## config.mk

```make
export PLATFORM = sky130hd
export DESIGN_NAME = imacf
export DESIGN_NICKNAME = d
export VERILOG_FILES = /design/src/rtl/imacf.sv
export SDC_FILE = /design/constraint.sdc
export NUM_CORES = 1
export LEC_CHECK = 0
export BUFFER_PORTS_ARGS = -buffer_cell sky130_fd_sc_hd__buf_2
export CAP_MARGIN = 5
export CORE_UTILIZATION = 42
export DETAILED_ROUTE_END_ITERATION = 16
export HOLD_SLACK_MARGIN = 0.06
export PLACE_DENSITY = 0.59
export SLEW_MARGIN = 20
export SYNTH_ARGS = -nofsm -noshare
export SYNTH_HDL_FRONTEND = slang
export SYNTH_SLANG_ARGS = --single-unit
```

## constraint.sdc

```tcl
create_clock -name clk -period 6.28 [get_ports clk]
set_input_delay 0 -clock clk [delete_from_list [all_inputs] [get_ports clk]]
set_output_delay 0 -clock clk [all_outputs]
set_load 0.05 [all_outputs]
```

## src/rtl/imacf.sv

```systemverilog
// Iterative fractional multiply-accumulate unit.
// One multiplier bit is consumed per RUN cycle (LSB first, shift-add). The
// b[bits] step subtracts when b is signed, and a closing RUN cycle writes the
// product (or p + product) back into p.
// Optional feature: define IMACF_SATURATE_EN to clamp p on accumulate overflow
// instead of wrapping modulo 2^(2W).
module imacf #(
  parameter int unsigned WIDTH = 16
) (
  input  logic                     clk,
  input  logic                     rst,
  input  logic                     go,
  input  logic                     sign_a,
  input  logic                     sign_b,
  input  logic                     acc,
  input  logic [$clog2(WIDTH)-1:0] bits,
  input  logic [WIDTH-1:0]         a,
  input  logic [WIDTH-1:0]         b,
  output logic                     busy,
  output logic                     done,
  output logic                     ovf,
  output logic [2*WIDTH-1:0]       p
);

  localparam int unsigned BW = $clog2(WIDTH);
  localparam int unsigned CW = BW + 1;
  localparam int unsigned PW = 2 * WIDTH;

  typedef enum logic [1:0] {StIdle, StRun, StDone} state_e;

  state_e           state_q, state_d;
  logic [CW-1:0]    cnt_q, cnt_d;
  logic [BW-1:0]    bits_q, bits_d;
  logic             sgnb_q, sgnb_d;
  logic             acc_q, acc_d;
  logic             smode_q, smode_d;
  logic [WIDTH-1:0] b_q, b_d;
  logic [PW-1:0]    addend_q, addend_d;
  logic [PW-1:0]    prod_q, prod_d;
  logic [PW-1:0]    p_q, p_d;
  logic             ovf_q, ovf_d;

  logic [BW-1:0]    bits_c;
  logic [CW-1:0]    shamt;
  logic [PW-1:0]    a_ext;
  logic [PW:0]      sum;
  logic             acc_ovf;
  logic [PW-1:0]    acc_res;
  logic [CW-1:0]    last_cnt;
  logic [CW-1:0]    wb_cnt;

  // Operand preparation at capture: align A so that the final (MSB) step lands
  // on 2^(W-1), which scales the result by 2^(W-bits-1).
  always_comb begin
    // bits beyond W-1 can only occur for non-power-of-two W; clamp them
    if ({1'b0, bits} > CW'(WIDTH - 1)) begin
      bits_c = BW'(WIDTH - 1);
    end else begin
      bits_c = bits;
    end
    shamt = CW'(WIDTH - 1) - {1'b0, bits_c};
    a_ext = sign_a ? {{WIDTH{a[WIDTH-1]}}, a} : {{WIDTH{1'b0}}, a};
  end

  // Accumulate path: p + product with overflow detection and optional clamp.
  always_comb begin
    sum = {1'b0, p_q} + {1'b0, prod_q};
    if (smode_q) begin
      acc_ovf = (p_q[PW-1] == prod_q[PW-1]) && (sum[PW-1] != p_q[PW-1]);
    end else begin
      acc_ovf = sum[PW];
    end
    acc_res = sum[PW-1:0];
`ifdef IMACF_SATURATE_EN
    if (acc_ovf) begin
      if (smode_q) begin
        // both operands share a sign on signed overflow; clamp toward it
        acc_res = p_q[PW-1] ? {1'b1, {(PW-1){1'b0}}} : {1'b0, {(PW-1){1'b1}}};
      end else begin
        acc_res = '1;
      end
    end
`endif
  end

  // Iteration bookkeeping: steps 0..bits iterate, step bits+1 writes back.
  always_comb begin
    last_cnt = {1'b0, bits_q};
    wb_cnt   = {1'b0, bits_q} + CW'(1);
  end

  // Next-state and datapath update.
  always_comb begin
    state_d  = state_q;
    cnt_d    = cnt_q;
    bits_d   = bits_q;
    sgnb_d   = sgnb_q;
    acc_d    = acc_q;
    smode_d  = smode_q;
    b_d      = b_q;
    addend_d = addend_q;
    prod_d   = prod_q;
    p_d      = p_q;
    ovf_d    = ovf_q;
    unique case (state_q)
      StIdle: begin
        if (go) begin
          state_d  = StRun;
          cnt_d    = '0;
          bits_d   = bits_c;
          sgnb_d   = sign_b;
          acc_d    = acc;
          smode_d  = sign_a | sign_b;
          b_d      = b;
          addend_d = a_ext << shamt;
          prod_d   = '0;
          ovf_d    = 1'b0;
        end
      end
      StRun: begin
        if (cnt_q == wb_cnt) begin
          p_d     = acc_q ? acc_res : prod_q;
          ovf_d   = acc_q & acc_ovf;
          state_d = StDone;
        end else begin
          if (b_q[0]) begin
            // the sign bit of a two's complement multiplier has negative weight
            if (sgnb_q && (cnt_q == last_cnt)) begin
              prod_d = prod_q - addend_q;
            end else begin
              prod_d = prod_q + addend_q;
            end
          end
          b_d      = b_q >> 1;
          addend_d = addend_q << 1;
          cnt_d    = cnt_q + CW'(1);
        end
      end
      StDone: begin
        state_d = StIdle;
      end
      default: begin
        state_d = StIdle;
      end
    endcase
  end

  // State registers with synchronous active-high reset.
  always_ff @(posedge clk) begin
    if (rst) begin
      state_q  <= StIdle;
      cnt_q    <= '0;
      bits_q   <= '0;
      sgnb_q   <= 1'b0;
      acc_q    <= 1'b0;
      smode_q  <= 1'b0;
      b_q      <= '0;
      addend_q <= '0;
      prod_q   <= '0;
      p_q      <= '0;
      ovf_q    <= 1'b0;
    end else begin
      state_q  <= state_d;
      cnt_q    <= cnt_d;
      bits_q   <= bits_d;
      sgnb_q   <= sgnb_d;
      acc_q    <= acc_d;
      smode_q  <= smode_d;
      b_q      <= b_d;
      addend_q <= addend_d;
      prod_q   <= prod_d;
      p_q      <= p_d;
      ovf_q    <= ovf_d;
    end
  end

  // Outputs decode directly from registered state.
  always_comb begin
    busy = (state_q == StRun);
    done = (state_q == StDone);
    ovf  = ovf_q;
    p    = p_q;
  end

endmodule
```

==> impl_metrics.py <==
metrics = {
    "detailed_routing": {
        "firstDrtPassIters": 5,
        "wl_um": 26200,
        "num_vias": 9443,
        "drc": 0,
        "drtAntennaViolNets": 0,
        "viasPerCell": 5.63,
        "drt_iter0_markers": 432,
        "wl_per_cell_um": 15.6,
    },
    "power_and_ir_drop": {
        "fin_total_pwr_mw": 2.89,
        "ir_drop_v": 0.000148,
        "power.density_nw_per_um2": 257,
        "p_leak_nw": 4.55,
    },
    "yosys": {
        "synth_top_family_by_area": "compound AO/OA/AOI/OAI gates",
        "synth_edf_count": 0,
        "yosysTopAreaCell": "dfxtp_1",
        "synth_compound_area_frac": 0.279,
        "synth_warnings": 0,
        "muxShareOfSynthArea": 0.0465,
        "synth.cells.most_frequent": "165 x nor2_1, 149 x nand2_1, 127 x dfxtp_1",
        "post-synth-top-count-cell": "nor2_1",
        "yosys.area_share.simple": 0.210,
        "ys_ff_latch": 127,
        "ys.flop_type": "dfxtp_1",
        "ys_types": 69,
        "synth-seq-area-share": 0.259,
        "syn_area_um2": 9830,
        "async_flop_share": 0,
        "synth_xor_xnor_area_share": 0.0756,
        "yosys-top-cells-area": "dfxtp_1 26%, ha_1 8.4%, nor2_1 6.3%",
        "synth_fp_nets": 1410,
        "syn_inst": 1300,
        "synth.avg_cell_area_um2": 7.56,
        "synthAdderAreaFrac": 0.0881,
        "synth_top_area_share": 0.259,
    },
    "setup_path": {
        "r2r_cells": 17,
        "start_kind": "register",
        "crit_fanout": 7,
        "end_kind": "register",
        "cp.required_ns": 6.58,
        "critPathArrivalTime_ns": 5.34,
        "crit_type": "reg -> reg",
    },
    "run": {
        "cap_violations": 0,
    },
    "placed_design": {
        "pre_cts_slack_ns": 1.22,
        "placed_cell_area_um2": 10400,
        "gp_congestion": 0.864,
        "dp_hpwl_um": 19200,
        "portBuffers": 76,
    },
    "timing": {
        "setup_tns_ns": 0,
        "max_slew_margin": 0.331,
        "setup_violations": 0,
        "post-route-period-util": 0.802,
        "post-route-min-period_ns": 5.04,
        "setup_slack_ns": 1.24,
        "finalHoldViolCount": 0,
        "maxSlewViolCount": 0,
        "finClkSkew_ns": 0.0142,
        "worstMarginPinSlew_ns": 1.00,
        "rsz0062_at_grt": "false",
        "max_freq_mhz": 199,
    },
    "clock_tree": {
        "cts_sinks": 127,
        "clk_path_buf_depth": 2,
        "cts_setup_buffers": 0,
        "htreeDepth": 4,
        "clockRootBuffer": "clkbuf_16",
        "cts_tree": "built",
        "clk_pin_slew_worst_paths_ns": 0.07,
        "cts_buffers": 17,
        "insertion_delay_ns": 0.43,
    },
    "cells_and_area": {
        "antenna_cells": 0,
        "nFillCells": 2298,
        "regArea_um2": 2540,
        "syn_to_final_growth_pct": 14.2,
        "stdcell_area_um2": 11200,
        "drive_above_1_share": 0.108,
        "multi_input_area_um2": 6890,
        "final_nets": 1462,
        "fin_util": 0.493,
    },
    "floorplanning": {
        "die_w_um": 155,
        "coreArea_um2": 22800,
        "num_rows": 55,
        "die-area_um2": 24000,
        "start_util": 0.432,
        "die_h_um": 155,
        "io-pin-count": 77,
    },
    "grt": {
        "antenna_found_initial": 0,
        "track_usage": 0.221,
        "grt_pass1_vias": 8454,
        "grt_pass1_wl_um": 43100,
        "grt_remaining_overflow": 0,
        "grt_max_degree": 90,
    },
    "run_status": {
        "status": "completed",
    },
    "worst_hold_path": {
        "hold_path.class": "in -> reg",
        "worstHoldPathCells": 4,
    },
}
[cell type report]
cell class / count / share of cell area
multi-input combinational: 1066 / 0.614
sequential: 127 / 0.226
timing repair buffer: 111 / 0.0628
clock buffer: 17 / 0.0379
tap: 313 / 0.0349
clock inverter: 15 / 0.0144
inverter: 29 / 0.00969
[report_power, final]
| group | leakage (nW) | internal, mW | total, mW | switching, mW |
|---|---|---|---|---|
| sequential | 1.04 | 0.874 | 0.955 | 0.0805 |
| clock | 0.290 | 0.535 | 0.988 | 0.453 |
| combinational | 3.22 | 0.372 | 0.943 | 0.571 |
[kinds of logic after synthesis]
group                      after synthesis
adders and majority gates               68
muxes                                   35
buffers and inverters                  107
DFF                                    127
AOI/OAI and AO/OA                      419
xor gates and xnor gates                84
and+or+nand+nor                        460
[flip-flops by register name, indices dropped and copies added (netlist names), 2 cells and up]
| register | flops |
|---|---|
| bits_q | 4 |
| prod_q | 32 |
| b_q | 16 |
| state_q | 2 |
| p | 32 |
| cnt_q | 5 |
| addend_q | 32 |
[per-layer routing]
layer / track usage / up-vias / routed length (µm)
li1: - / 4895 / -
met1: 0.307 / 4331 / 13200
met2: 0.354 / 181 / 11600
met3: 0.0306 / 36 / 943
met4: 0.0646 / 0 / 459
met5: 0 / - / 0
[cells in the final DEF, fill, tap and decap left out, drive strengths merged, types with 15 or more instances in the layout]
cell type    Yosys  routed
nor3            39      39
inv             26      37
nand3           24      24
a21oi          121     121
buf              7      87
o211ai          19      19
clkbuf          71      17
nand2          149     149
a311oi          25      25
nor2           165     165
o21ai           84      84
mux2i           22      22
ha              66      66
a211oi          57      57
dfxtp          127     127
dlygate4sd3      0      24
xor2            40      40
xnor2           44      44
a21o            15      15
[critical path, stage by stage, from the launching register on]
cell      delay [ns]
dfxtp_1         0.37
or4_4           0.57
or3_4           0.35
or3_4           0.37
nor4_1          0.65
inv_1           0.11
o21ai_0         0.21
xor2_1          0.18
ha_1            0.29
and4_1          0.23
and4_1          0.23
a211oi_1        0.20
a21oi_1         0.11
a311oi_1        0.49
a21oi_1         0.13
a21oi_1         0.20
xnor2_1         0.14
o21ai_0         0.09
[worst paths after layout]
kind	start	end	slack [ns]
max	addend_q[6]$_SDFFE_PP0P_	prod_q[30]$_SDFFE_PP0P_	1.24
min	go	sgnb_q$_SDFFE_PP0P_	0.12
max reg2reg	addend_q[6]$_SDFFE_PP0P_	prod_q[30]$_SDFFE_PP0P_	1.24
min reg2reg	sgnb_q$_SDFFE_PP0P_	sgnb_q$_SDFFE_PP0P_	0.46
[timing repair]
item / 4_1_cts / 5_1_grt
endpoints found under the hold margin: 44 / 0
hold buffers: 24 / 0
resized for setup: 0 / 0
[per-stage QoR]
| step | std cells | hold WS [ns] |
|---|---|---|
| 2_1_floorplan | 1300 | 0.136 |
| 3_3_place_gp | 1622 | 0.249 |
| 3_5_place_dp | 1622 | 0.248 |
| 4_1_cts | 1678 | 0.120 |
| 5_1_grt | 1678 | 0.161 |
| 6_report | 1678 | 0.121 |
(Power assumes the default switching activity.)
